<file path="src/rtl/fir_memory_master.sv">
// Memory-mapped FIR engine: fetches NUM_TAPS Q15 coefficients, then for each output
// sample streams the needed input words, accumulates, and writes the Q15-scaled result.
module fir_memory_master #(
  parameter int NUM_TAPS  = 3,
  parameter int ACC_WIDTH = 48
) (
  input  logic        clock,
  input  logic        reset,
  input  logic        start,
  input  logic [7:0]  sampleCount,
  input  logic [31:0] inputBase,
  input  logic [31:0] coeffBase,
  input  logic [31:0] outputBase,
  output logic        busy,
  output logic        done,
  output logic        memoryReadEnable,
  output logic        memoryWriteEnable,
  output logic [2:0]  func3,
  output logic [31:0] memoryAddress,
  output logic [31:0] writeData,
  input  logic [31:0] readData
);

  typedef enum logic [2:0] {IDLE, LOAD_COEF, CALC, WRITE, DONE} state_t;

  localparam logic [2:0] LAST_TAP = 3'(NUM_TAPS - 1);
  localparam logic [2:0] F3_HALF  = 3'b001;
  localparam logic [2:0] F3_WORD  = 3'b010;

  state_t                      state_r;
  logic [7:0]                  count_r;
  logic [7:0]                  n_r;
  logic [2:0]                  k_r;
  logic [2:0]                  k_inc_s;
  logic [31:0]                 input_base_r;
  logic [31:0]                 coeff_base_r;
  logic [31:0]                 output_base_r;
  logic signed [15:0]          coef_r [8];
  logic signed [ACC_WIDTH-1:0] acc_r;
  logic signed [ACC_WIDTH-1:0] prod_s;
  logic signed [ACC_WIDTH-1:0] acc_next_s;

  // Word address base+4*idx; the offset is word aligned, so masking the sum drops base[1:0].
  function automatic logic [31:0] word_addr(input logic [31:0] base, input logic [7:0] idx);
    word_addr = (base + {22'd0, idx, 2'b00}) & 32'hFFFF_FFFC;
  endfunction

  // Tap product and running sum; a tap without a read strobe contributes zero.
  always_comb begin
    k_inc_s = k_r + 3'd1;
    if (memoryReadEnable) begin
      prod_s = ACC_WIDTH'($signed(readData)) * ACC_WIDTH'(coef_r[k_r]);
    end else begin
      prod_s = {ACC_WIDTH{1'b0}};
    end
    if (k_r == 3'd0) begin
      acc_next_s = prod_s;
    end else begin
      acc_next_s = acc_r + prod_s;
    end
  end

  // Job sequencer; every output is registered with the state it belongs to.
  always_ff @(posedge clock or negedge reset) begin
    if (!reset) begin
      state_r           <= IDLE;
      busy              <= 1'b0;
      done              <= 1'b0;
      memoryReadEnable  <= 1'b0;
      memoryWriteEnable <= 1'b0;
      func3             <= F3_WORD;
      memoryAddress     <= 32'd0;
      writeData         <= 32'd0;
      count_r           <= 8'd0;
      n_r               <= 8'd0;
      k_r               <= 3'd0;
      input_base_r      <= 32'd0;
      coeff_base_r      <= 32'd0;
      output_base_r     <= 32'd0;
      acc_r             <= {ACC_WIDTH{1'b0}};
      for (int i = 0; i < 8; i++) coef_r[i] <= 16'sd0;
    end else begin
      case (state_r)
        IDLE: begin
          if (start) begin
            count_r       <= sampleCount;
            input_base_r  <= inputBase;
            coeff_base_r  <= coeffBase;
            output_base_r <= outputBase;
            n_r           <= 8'd0;
            k_r           <= 3'd0;
            if (sampleCount == 8'd0) begin
              state_r <= DONE;
              done    <= 1'b1;
            end else begin
              state_r          <= LOAD_COEF;
              busy             <= 1'b1;
              memoryReadEnable <= 1'b1;
              func3            <= F3_HALF;
              memoryAddress    <= word_addr(coeffBase, 8'd0);
            end
          end else begin
            state_r <= IDLE;
          end
        end
        LOAD_COEF: begin
          coef_r[k_r] <= readData[15:0];
          if (k_r == LAST_TAP) begin
            state_r       <= CALC;
            k_r           <= 3'd0;
            n_r           <= 8'd0;
            func3         <= F3_WORD;
            memoryAddress <= word_addr(input_base_r, 8'd0);
          end else begin
            k_r           <= k_inc_s;
            memoryAddress <= word_addr(coeff_base_r, {5'd0, k_inc_s});
          end
        end
        CALC: begin
          acc_r <= acc_next_s;
          if (k_r == LAST_TAP) begin
            state_r           <= WRITE;
            memoryReadEnable  <= 1'b0;
            memoryWriteEnable <= 1'b1;
            memoryAddress     <= word_addr(output_base_r, n_r);
            writeData         <= acc_next_s[46:15];
          end else begin
            k_r <= k_inc_s;
            // Taps reaching before x[0] see zero history and skip the bus.
            if (n_r >= {5'd0, k_inc_s}) begin
              memoryReadEnable <= 1'b1;
              memoryAddress    <= word_addr(input_base_r, n_r - {5'd0, k_inc_s});
            end else begin
              memoryReadEnable <= 1'b0;
              memoryAddress    <= 32'd0;
            end
          end
        end
        WRITE: begin
          memoryWriteEnable <= 1'b0;
          writeData         <= 32'd0;
          if (n_r == count_r - 8'd1) begin
            state_r       <= DONE;
            busy          <= 1'b0;
            done          <= 1'b1;
            memoryAddress <= 32'd0;
          end else begin
            state_r          <= CALC;
            n_r              <= n_r + 8'd1;
            k_r              <= 3'd0;
            memoryReadEnable <= 1'b1;
            memoryAddress    <= word_addr(input_base_r, n_r + 8'd1);
          end
        end
        DONE: begin
          done    <= 1'b0;
          state_r <= IDLE;
        end
        default: begin
          state_r           <= IDLE;
          busy              <= 1'b0;
          done              <= 1'b0;
          memoryReadEnable  <= 1'b0;
          memoryWriteEnable <= 1'b0;
          func3             <= F3_WORD;
          memoryAddress     <= 32'd0;
          writeData         <= 32'd0;
        end
      endcase
    end
  end

endmodule

</file>
<file path="config.mk">
export PLATFORM = sky130hd
export DESIGN_NAME = fir_memory_master
export DESIGN_NICKNAME = d
export VERILOG_FILES = /design/src/rtl/fir_memory_master.sv
export SDC_FILE = /design/constraint.sdc
export NUM_CORES = 2
export LEC_CHECK = 0
export CORE_UTILIZATION = 40
export CTS_CLUSTER_SIZE = 25
export DETAILED_ROUTE_END_ITERATION = 10
export PLACE_DENSITY_LB_ADDON = 0.3
export REMOVE_ABC_BUFFERS = 1
export SLEW_MARGIN = 25
export SYNTH_ARGS = -nofsm -noshare
export SYNTH_HDL_FRONTEND = slang
export SYNTH_SLANG_ARGS = --single-unit
</file>
<file path="constraint.sdc">
create_clock -name clock -period 18.8 [get_ports clock]
set_input_delay 3.76 -clock clock [delete_from_list [all_inputs] [get_ports clock]]
set_output_delay 3.76 -clock clock [all_outputs]
set_load 0.01 [all_outputs]
</file>
==> results.py <==
metrics = {
    "detailed_routing": {
        "via_per_inst": 5.46,
        "drc_errors": 0,
        "ant_nets": 0,
        "drt_wl_total_mm": 113,
        "post_drt_wl_per_cell_um": 19.8,
        "drt_iter0_markers": 2347,
        "firstDrtPassIters": 7,
        "vias": 31100,
    },
    "synthesis": {
        "synth_top_area_share_pct": 24.6,
        "synthCells": 4314,
        "ys.warnings.count": 0,
        "synth_seq_cells": 355,
        "synth_edf_count": 0,
        "synthFlopType": "dfrtp_1",
        "synth_cell_types": 88,
        "async_flop_share_pct": 100,
        "syn_avg_cell_area_um2": 9.17,
        "synth_top_cells_by_area": "fa_1 (25%), dfrtp_1 (22%), mux2_2 (6.5%)",
        "synth_top_area_cell": "fa_1",
        "synth_area_um2": 39500,
        "seq_area_frac_synth_pct": 22.5,
    },
    "critical_path": {
        "worst_setup_path_end_kind": "flop",
        "critical_path.max_stage_delay_ns": 1.03,
        "path_max_fanout": 16,
        "slowest_stage": "clkdlybuf4s50_1",
        "critPathLaunchType": "input pin",
        "criticalPathCategory": "input pin to flop",
        "cp_common_cell": "fa_1",
        "startpoint": "readData[18]",
        "r2r_setup_slack_ns": 7.38,
        "cp.arrival_ns": 13.59,
        "critPathRequiredTime_ns": 19.26,
        "r2r_start": "k_r[1]",
    },
    "flow_run": {
        "cap_violations": 0,
    },
    "sta": {
        "hold_viol_final": 0,
        "worst_slew_pin_slew_ns": 1.02,
        "final_max_slew_viol_count": 0,
        "relSlewSlack_pct": 31.9,
        "fmax_mhz": 76.2,
        "grt_setup_unrepaired": "no",
        "tns_ns": 0,
        "fin_crit_sh_pct": 69.8,
        "finalSetupViolations": 0,
        "setup_ws_ns": 5.68,
        "finClkSkew_ns": 0.0448,
        "fin_crit_ns": 13.12,
    },
    "clock_network": {
        "clk_latency_ns": 0.61,
        "cts_tree": "done",
        "htreeDepth": 2,
        "clock_path_buffers": 3,
        "ctsHoldBuffers": 0,
        "post_cts_resize_count": 0,
        "postCtsSetupBuffers": 0,
        "numCtsBuffers": 42,
        "clkSinkCount": 355,
        "clockRootBuffer": "clkbuf_16",
        "clk_pin_slew_ns": 0.06,
    },
    "outcome": {
        "outcome": "finished, final reports clean",
    },
    "floorplan": {
        "die_x_um": 316,
        "die_area_um2": 100000,
        "ios": 210,
        "fp.dieH_um": 316,
        "row_count": 114,
        "core_area_um2": 97300,
        "initial_core_util_pct": 40.7,
    },
    "global_routing": {
        "grt_pass1_wl_mm": 181,
        "grtUsageTotal_pct": 23.1,
        "antenna_found_initial": 8,
        "overflow": 0,
        "grt_start_max_net_pins": 154,
        "grt_pass1_vias": 31600,
    },
    "finish": {
        "fillCellCount": 9393,
        "final_common_cell": "inv_1",
        "final_cell_mix": "inv_1 (623), nand2_1 (568), fa_1 (486), dfrtp_1 (352), mux2_2 (230)",
        "nets": 5198,
        "area_growth_pct": 12.0,
        "drive_above_1_share_pct": 9.63,
    },
    "placement": {
        "gp_congestion": 0.916,
        "hpwl_mm": 82.8,
        "port_buffers": 200,
        "preCtsSetupSlack_ns": 4.98,
    },
    "hold_path": {
        "hold_start": "writeData[6]",
        "hold_path_class": "flop to flop",
    },
}
worst paths after layout:
kind	cells after the start	end
setup / recovery	33	acc_r[40]
max in group asynchronous	3	input_base_r[10]
hold reg to reg	2	writeData[6]
hold / removal	2	writeData[6]
setup reg to reg	37	acc_r[40]
min in group asynchronous	1	coef_r[109]
registers in the layout, summed over array words and instances (netlist names):
register / cells
coeff_base_r: 30
memoryReadEnable: 1
func3: 2
count_r: 8
coef_r: 128
writeData: 32
done: 1
busy: 1
memoryWriteEnable: 1
n_r: 8
output_base_r: 30
input_base_r: 30
k_r: 3
state_r: 3
acc_r: 47
memoryAddress: 30
per-stage QoR:
step | hold slack [ns] | util, % | std cells | cell area (um2)
final | 0.482 | 45.5 | 5692 | 44300
after global routing | 0.507 | 45.5 | 5692 | 44300
after CTS | 0.484 | 45.5 | 5688 | 44300
after detailed placement | 0.474 | 44.0 | 5611 | 42800
after global placement | 0.466 | 44.0 | 5611 | 42800
after floorplan | 0.454 | - | 4080 | 38600
cell families after synthesis:
family          count (synthesis)  share of synthesized area [%]
compound gates                718                           11.7
xor+xnor                      184                           4.08
flops                         355                           22.5
fa+ha+maj                     679                           30.7
mux                           267                           7.87
other cells                     1                        0.00948
simple gates                 1248                           14.9
buf+inv                       862                           8.27
synth_stat cells (9+ instances only):
| master | number |
|---|---|
| o31ai_1 | 15 |
| xnor2_1 | 115 |
| o21bai_1 | 10 |
| xor2_1 | 69 |
| ha_1 | 193 |
| mux2i_1 | 25 |
| dfrtp_1 | 354 |
| nor3b_1 | 14 |
| o211ai_1 | 15 |
| or2_2 | 15 |
| a222oi_1 | 9 |
| or3_1 | 19 |
| nor3_1 | 43 |
| a31oi_1 | 38 |
| nand2b_1 | 20 |
| a21o_1 | 71 |
| o21ai_0 | 199 |
| o21a_1 | 20 |
| fa_1 | 486 |
| and2_1 | 174 |
| nor2b_1 | 42 |
| nand2_1 | 572 |
| buf_1 | 16 |
| a211oi_1 | 21 |
| buf_2 | 11 |
| and3_1 | 34 |
| clkbuf_1 | 204 |
| a221oi_1 | 36 |
| nand3_1 | 60 |
| mux2_2 | 230 |
| a21boi_0 | 9 |
| nand4_1 | 28 |
| a221o_1 | 13 |
| and4_1 | 11 |
| a21oi_1 | 170 |
| inv_1 | 623 |
| a22oi_1 | 15 |
| nor2_1 | 184 |
| mux4_2 | 12 |
critical path: cells and delay by family:
kind / cells / cell delay, ns
adder cells (fa/ha/maj): 8 / 3.92
AO/OA/AOI/OAI: 11 / 3.28
buffers and inverters: 6 / 1.30
AND/OR/NAND/NOR: 6 / 0.88
multiplexers: 1 / 0.24
XOR/XNOR: 1 / 0.21
routing by layer:
metal  share of wire [%]  track usage [%]  wire [um]
met2                  46             36.0      51300
met5                   0                0          0
met4                 2.4             5.78       2730
met3                 7.6             4.24       8610
met1                  44             33.0      49900
area by class of cell:
class | count | area (um2) | share of cell area [%]
Antenna cell | 3 | 7.51 | 0.0169
Clock buffer | 63 | 1240 | 2.80
Clock inverter | 14 | 230 | 0.520
Inverter | 626 | 2350 | 5.30
Multi-Input combinational cell | 3099 | 27500 | 62.2
Sequential cell | 355 | 8890 | 20.1
Tap cell | 1276 | 1600 | 3.60
Timing Repair Buffer | 256 | 2450 | 5.53
Power is not shown: default switching activity piles up to over one toggle a cycle in this logic, so the estimate is an artifact.
